### config.mk
export PLATFORM = sky130hd
export DESIGN_NAME = wave_sound_mc
export DESIGN_NICKNAME = d
export VERILOG_FILES = /design/src/rtl/wave_sound_mc.sv
export SDC_FILE = /design/constraint.sdc
export NUM_CORES = 1
export LEC_CHECK = 0
export BUFFER_PORTS_ARGS = -buffer_cell sky130_fd_sc_hd__buf_2
export CAP_MARGIN = 20
export CORE_UTILIZATION = 56
export CTS_BUF_LIST = sky130_fd_sc_hd__clkbuf_16
export DETAILED_ROUTE_END_ITERATION = 8
export PLACE_DENSITY = 0.76
export SETUP_SLACK_MARGIN = 0.05
export SLEW_MARGIN = 25
export SYNTH_ARGS = -nofsm -noshare
export SYNTH_HDL_FRONTEND = slang
export SYNTH_SLANG_ARGS = --single-unit
### constraint.sdc
create_clock -name I_CLK -period 3.2 [get_ports I_CLK]
set_input_delay 0.64 -clock I_CLK [delete_from_list [all_inputs] [get_ports I_CLK]]
set_output_delay 0.64 -clock I_CLK [all_outputs]
set_load 0.01 [all_outputs]
### src/rtl/wave_sound_mc.sv
// ---------------------------------------------------------------------------
// wave_sound_mc : multi-channel wave-sample player
//
// Holds start/end/pointer/loop/active state per voice. On every sample tick
// it sweeps the voices in round-robin order: one ROM read address per voice
// is issued on O_DMA_ADDR, the ROM returns the byte one clock later, and each
// active voice's sample is converted from offset binary to signed and summed
// into a single mix word.
//
// Ports
//   I_CLK       system clock
//   I_RSTn      asynchronous active-low reset
//   I_TICK      one-cycle sample-rate strobe (ignored while a sweep runs)
//   I_DMA_TRIG  start voice I_DMA_CHAN at I_DMA_ADDR for I_DMA_LEN bytes
//   I_DMA_STOP  stop voice I_DMA_CHAN (wins over a simultaneous trigger)
//   I_DMA_CHAN  target voice for trigger/stop
//   I_DMA_ADDR  sample start address
//   I_DMA_LEN   sample length in bytes (0 = trigger ignored)
//   I_DMA_LOOP  1 = restart at the start address after the last byte
//   O_DMA_ADDR  registered wave ROM read address
//   I_DMA_DATA  wave ROM data, one clock after the address is sampled
//   O_SND       signed mix of all active voices
//   O_SND_VLD   one-cycle pulse when O_SND updates
//   O_ACTIVE    per-voice playing flags
// ---------------------------------------------------------------------------
module wave_sound_mc #(
   parameter int CHANNELS = 8,
   parameter int ADDR_W   = 17,
   parameter int DATA_W   = 8,
   parameter int CH_W     = $clog2(CHANNELS),
   parameter int OUT_W    = DATA_W + CH_W
) (
   input  logic                     I_CLK,
   input  logic                     I_RSTn,
   input  logic                     I_TICK,
   input  logic                     I_DMA_TRIG,
   input  logic                     I_DMA_STOP,
   input  logic [CH_W-1:0]          I_DMA_CHAN,
   input  logic [ADDR_W-1:0]        I_DMA_ADDR,
   input  logic [ADDR_W-1:0]        I_DMA_LEN,
   input  logic                     I_DMA_LOOP,
   output logic [ADDR_W-1:0]        O_DMA_ADDR,
   input  logic [DATA_W-1:0]        I_DMA_DATA,
   output logic signed [OUT_W-1:0]  O_SND,
   output logic                     O_SND_VLD,
   output logic [CHANNELS-1:0]      O_ACTIVE
);

   // r_cyc numbers the clock edges of a sweep: edge 1..CHANNELS-1 issue
   // addresses for voices 1.., edge 2..CHANNELS+1 capture voice (edge-2),
   // edge CHANNELS+2 publishes the mix.
   localparam int CYC_W = $clog2(CHANNELS + 3);
   localparam logic [CYC_W-1:0] CYC_ONE        = CYC_W'(1);
   localparam logic [CYC_W-1:0] CYC_CAP_FIRST  = CYC_W'(2);
   localparam logic [CYC_W-1:0] CYC_LAST_ISSUE = CYC_W'(CHANNELS - 1);
   localparam logic [CYC_W-1:0] CYC_CAP_LAST   = CYC_W'(CHANNELS + 1);
   localparam logic [CYC_W-1:0] CYC_OUT        = CYC_W'(CHANNELS + 2);

   typedef enum logic [1:0] {S_IDLE, S_FETCH, S_FLUSH} state_t;

   state_t                   r_state;
   state_t                   w_state_nxt;
   logic [CYC_W-1:0]         r_cyc;
   logic signed [OUT_W-1:0]  r_acc;

   logic [ADDR_W-1:0]        r_ptr   [CHANNELS];
   logic [ADDR_W-1:0]        r_start [CHANNELS];
   logic [ADDR_W-1:0]        r_end   [CHANNELS];
   logic [CHANNELS-1:0]      r_loop;
   logic [CHANNELS-1:0]      r_active;

   logic                     w_issue;
   logic [CH_W-1:0]          w_issue_ch;
   logic                     w_cap;
   logic [CH_W-1:0]          w_cap_ch;
   logic                     w_out;
   logic signed [OUT_W-1:0]  w_contrib;
   logic                     w_trig_ok;
   logic [ADDR_W-1:0]        w_end_addr;

   // Offset binary to two's complement: flipping the MSB subtracts the
   // midpoint; the result is then sign-extended to the mix width.
   function automatic logic signed [OUT_W-1:0] f_to_signed(input logic [DATA_W-1:0] d);
      logic [DATA_W-1:0] s;
      s = {~d[DATA_W-1], d[DATA_W-2:0]};
      return {{(OUT_W-DATA_W){s[DATA_W-1]}}, s};
   endfunction

   // ---- sequencer state register ----
   always_ff @(posedge I_CLK or negedge I_RSTn) begin
      if (!I_RSTn) r_state <= S_IDLE;
      else         r_state <= w_state_nxt;
   end

   always_comb begin
      w_state_nxt = r_state;
      w_issue     = 1'b0;
      w_issue_ch  = r_cyc[CH_W-1:0];
      w_cap       = 1'b0;
      w_cap_ch    = CH_W'(r_cyc - CYC_CAP_FIRST);
      w_out       = 1'b0;
      case (r_state)
         S_IDLE: begin
            if (I_TICK) w_state_nxt = S_FETCH;
         end
         S_FETCH: begin
            w_issue = 1'b1;
            w_cap   = (r_cyc >= CYC_CAP_FIRST);
            if (r_cyc == CYC_LAST_ISSUE) w_state_nxt = S_FLUSH;
         end
         S_FLUSH: begin
            w_cap = (r_cyc <= CYC_CAP_LAST);
            w_out = (r_cyc == CYC_OUT);
            if (r_cyc == CYC_OUT) w_state_nxt = S_IDLE;
         end
         default: w_state_nxt = S_IDLE;
      endcase
   end

   // Inactive voices still get an address slot; their data is discarded here.
   assign w_contrib  = r_active[w_cap_ch] ? f_to_signed(I_DMA_DATA) : '0;
   assign w_trig_ok  = I_DMA_TRIG && !I_DMA_STOP && (I_DMA_LEN != '0);
   assign w_end_addr = I_DMA_ADDR + I_DMA_LEN - ADDR_W'(1);

   // ---- sweep datapath: address issue, accumulate, publish ----
   always_ff @(posedge I_CLK or negedge I_RSTn) begin
      if (!I_RSTn) begin
         r_cyc      <= '0;
         r_acc      <= '0;
         O_DMA_ADDR <= '0;
         O_SND      <= '0;
         O_SND_VLD  <= 1'b0;
      end else begin
         O_SND_VLD <= 1'b0;
         if (r_state == S_IDLE) begin
            if (I_TICK) begin
               r_cyc      <= CYC_ONE;
               r_acc      <= '0;
               O_DMA_ADDR <= r_ptr[0];
            end
         end else begin
            r_cyc <= r_cyc + CYC_ONE;
            if (w_issue) O_DMA_ADDR <= r_ptr[w_issue_ch];
            if (w_cap)   r_acc      <= r_acc + w_contrib;
            if (w_out) begin
               O_SND     <= r_acc;
               O_SND_VLD <= 1'b1;
            end
         end
      end
   end

   // ---- per-voice state: trigger/stop take priority over pointer advance ----
   always_ff @(posedge I_CLK or negedge I_RSTn) begin
      if (!I_RSTn) begin
         for (int c = 0; c < CHANNELS; c++) begin
            r_ptr[c]   <= '0;
            r_start[c] <= '0;
            r_end[c]   <= '0;
         end
         r_loop   <= '0;
         r_active <= '0;
      end else begin
         for (int c = 0; c < CHANNELS; c++) begin
            if (I_DMA_STOP && (I_DMA_CHAN == CH_W'(c))) begin
               r_active[c] <= 1'b0;
            end else if (w_trig_ok && (I_DMA_CHAN == CH_W'(c))) begin
               r_start[c]  <= I_DMA_ADDR;
               r_ptr[c]    <= I_DMA_ADDR;
               r_end[c]    <= w_end_addr;
               r_loop[c]   <= I_DMA_LOOP;
               r_active[c] <= 1'b1;
            end else if (w_cap && (w_cap_ch == CH_W'(c)) && r_active[c]) begin
               // The end byte has just been played; only now wrap or stop.
               if (r_ptr[c] == r_end[c]) begin
                  if (r_loop[c]) r_ptr[c]    <= r_start[c];
                  else           r_active[c] <= 1'b0;
               end else begin
                  r_ptr[c] <= r_ptr[c] + ADDR_W'(1);
               end
            end
         end
      end
   end

   assign O_ACTIVE = r_active;

endmodule
==> flow_metrics.tcl <==
set metrics [dict create \
    crit_start "r_cyc[1]" \
    synthArstFlopShare_pct 100.0 \
    syn_avg_cell_area_sq_um 9.021 \
    synth-edff-count 0 \
    finalNonFillerCells 3966 \
    p_sw_mw 10.40 \
    clk_latency_ps 620 \
    path_clk_slew_ps 60 \
    wirelength_mm 101.3 \
    clock_sinks 470 \
    drcViolationCount 0 \
    worstPathMaxFanout 11 \
    seq_power_share_pct 37.4 \
    vias 25839 \
    crit_type "reg -> reg" \
    fin_nets 3358 \
    gr-total-overflow 0 \
    syn-cell-area_sq_mm 0.02834 \
    grt_use_total_pct 39.79 \
    finalSetupTns_ps 0 \
    cts.htree.levels 2 \
    setup_viol 0 \
    die_area_sq_mm 0.05150 \
    fmax_ghz 0.3264 \
    syn_nets 3251 \
    r2r-start "r_cyc[1]" \
    synthTopCellsByCount "nand2_1, dfrtp_1, o21ai_0" \
    drtIter0Drc 2919 \
    finalPower_mw 25.86 \
    firstDrtPassIters 6 \
    synth_cell_types 84 \
    met2_length_mm 41.91 \
    yosysSeqAreaShare_pct 41.51 \
    wire_per_inst_um 25.55 \
    end_kind "register" \
    synth_top_area_share_pct 41.51 \
    grt_pass1_wl_mm 152.0 \
    rows 82 \
    final.period_utilization_pct 95.74 \
    hold_class "in -> async" \
    placedCellCount 3864 \
    drt-met1-wl_mm 40.64 \
    die_w_um 226.9 \
    worst_pin_slew_ps 963.1 \
    ys_ff_latch 470 \
    setup_slack_ps 136.3 \
    p_leak_nw 14.87 \
    timing.hold.ws_ps 25.46 \
    antenna_found_initial 6 \
    p_comb_share_pct 37.7 \
    peakVddDrop_uv 561.9 \
    pre_cts_ws_ps 2.424 \
    swShare_pct 40.21 \
    clock-root-buffer "clkbuf_16" \
    maxSlewViolCount 0 \
    pwr-share-clk_pct 24.9 \
    p_per_area_mw_per_mm2 797.9 \
    cts_hold_buf 0 \
    first_global_vias 24565 \
    fin_crit_ps 3064 \
    fp.dieH_um 226.9 \
    cap_viol_max_count 0 \
    nFillCells 4127 \
    tritoncts "built" \
    finalInstanceArea_sq_mm 0.03241 \
    ant_nets 0 \
    start_util_pct 56.59 \
    routed.top_layer "met5" \
    final_hold_viol_count 0 \
    slew_headroom_pct 35.64 \
    grt_start_max_net_pins 75 \
    status "completed" \
    p_int_mw 15.46 \
    drive_above_1_share_pct 18.51 \
    vias_per_cell 6.515 \
    synthToLayoutAreaGrowth_pct 14.39 \
    cts_made_buffers 52 \
    synth-main-ff-cell "dfrtp_1" \
    dpl_cell_area_sq_mm 0.03055 \
    io_buffers 87 \
    required_ps 3700 \
    num_io_pins 88 \
    start_kind "register" \
    yosysTopAreaCell "dfrtp_1" \
    worstPathArrival_ps 3560 \
    finalClockSkew_ps 19.17 \
    synth_area_leaders "dfrtp_1, nand2_1, mux2_2, xor2_1, xnor2_1" \
    yosysMostFrequentCell "nand2_1" \
    synthCells 3141 \
    final_core_util_pct 64.74 \
    dr_wl_met3_mm 12.52 \
    core_sq_mm 0.05007 \
    gp_congestion 1.019 \
    clockBufferDepth 3 \
    rsz0062_at_grt "no" \
    dp_hpwl_mm 72.07 \
    synth_warnings 0 \
]
==> registers in the layout, summed over array words and instances (netlist names), 4 cells and up <==
signal	cells
r_end	136
r_cyc	4
O_DMA_ADDR	17
r_loop	8
r_acc	11
O_SND	11
r_ptr	136
r_start	136
O_ACTIVE	8
==> power groups by stage <==
| stage | clock, mW | sequential, mW | combinational (mW) |
|---|---|---|---|
| final | 6.44 | 9.66 | 9.76 |
| after global routing | 6.74 | 9.75 | 10.5 |
| after floorplan | 0 | 8.73 | 6.51 |
| after detailed placement | 0 | 9.62 | 9.47 |
| after global placement | 0 | 9.56 | 9.22 |
| after CTS | 6.50 | 9.54 | 9.53 |
==> timing repair <==
item,4_1_cts,5_1_grt
buffers inserted,0,2
pin swaps,0,2
gates resized for setup,2,6
setup endpoints to repair,2,16
==> worst paths after layout <==
check	end	slack [ps]	cells after the start
min reg2reg	r_start[31]	480	2
min	r_start[126]	30	1
max	r_ptr[103]	140	9
min in group I_CLK	r_cyc[1]	290	2
max in group asynchronous	r_ptr[23]	2290	2
max reg2reg	r_ptr[103]	140	9
==> cells by family (layout without fill, tap and decap cells) <==
| kind of cell | after synthesis | count (layout) | synth area share, % |
|---|---|---|---|
| xor gates and xnor gates | 229 | 229 | 7.078 |
| other | 0 | 4 | 0 |
| muxes | 211 | 211 | 9.723 |
| AOI/OAI and AO/OA | 644 | 644 | 14.82 |
| buffers and inverters | 359 | 508 | 5.126 |
| adders and majority gates | 59 | 59 | 2.658 |
| DFF | 470 | 470 | 41.51 |
| and+or+nand+nor | 1169 | 1169 | 19.08 |
==> area by class of cell <==
type	instances	area, sq um	share of cell area (%)
Antenna cell	4	10.01	0.03088
Clock buffer	53	1326	4.092
Clock inverter	43	475.5	1.467
Inverter	111	416.7	1.285
Multi-Input combinational cell	2312	15330	47.29
Sequential cell	470	11760	36.29
Tap cell	672	840.8	2.594
Timing Repair Buffer	301	2252	6.948
==> worst max-delay path: stages, from the launching register on <==
cell      delay (ps)
dfrtp_2          500
inv_1            110
ha_1             180
o21ba_2          160
o21ai_0          100
buf_4            190
a211oi_1         540
o31ai_2          290
nand2_1          460
mux2_2           400
==> layout by cell type, fill, tap and decap left out, drive strengths merged, types with 10 or more instances in the layout <==
cell / Yosys / final
a211oi: 21 / 21
a21oi: 133 / 133
a22oi: 23 / 23
a2bb2oi: 23 / 23
a31oi: 22 / 22
and2: 10 / 10
and3: 29 / 29
and4: 17 / 17
buf: 76 / 301
bufinv: 0 / 10
clkbuf: 172 / 53
clkinv: 0 / 18
dfrtp: 470 / 470
ha: 57 / 57
inv: 111 / 121
mux2: 133 / 133
mux2i: 42 / 42
mux4: 36 / 36
nand2: 594 / 594
nand3: 118 / 118
nand4: 43 / 43
nor2: 110 / 110
nor3: 115 / 115
nor4: 49 / 49
o211ai: 18 / 18
o21ai: 184 / 184
o221ai: 17 / 17
o22ai: 24 / 24
o31ai: 87 / 87
or3: 31 / 31
or4: 12 / 12
xnor2: 112 / 112
xor2: 117 / 117
==> metal layers <==
| metal | GRT usage [%] | vias up |
|---|---|---|
| met3 | 11.47 | 274 |
| met1 | 55.28 | 12644 |
| met2 | 55.60 | 1545 |
| met5 | 0 | - |
| li1 | - | 11368 |
| met4 | 22.26 | 8 |
Note: power is estimated with default switching activity, not from simulation.
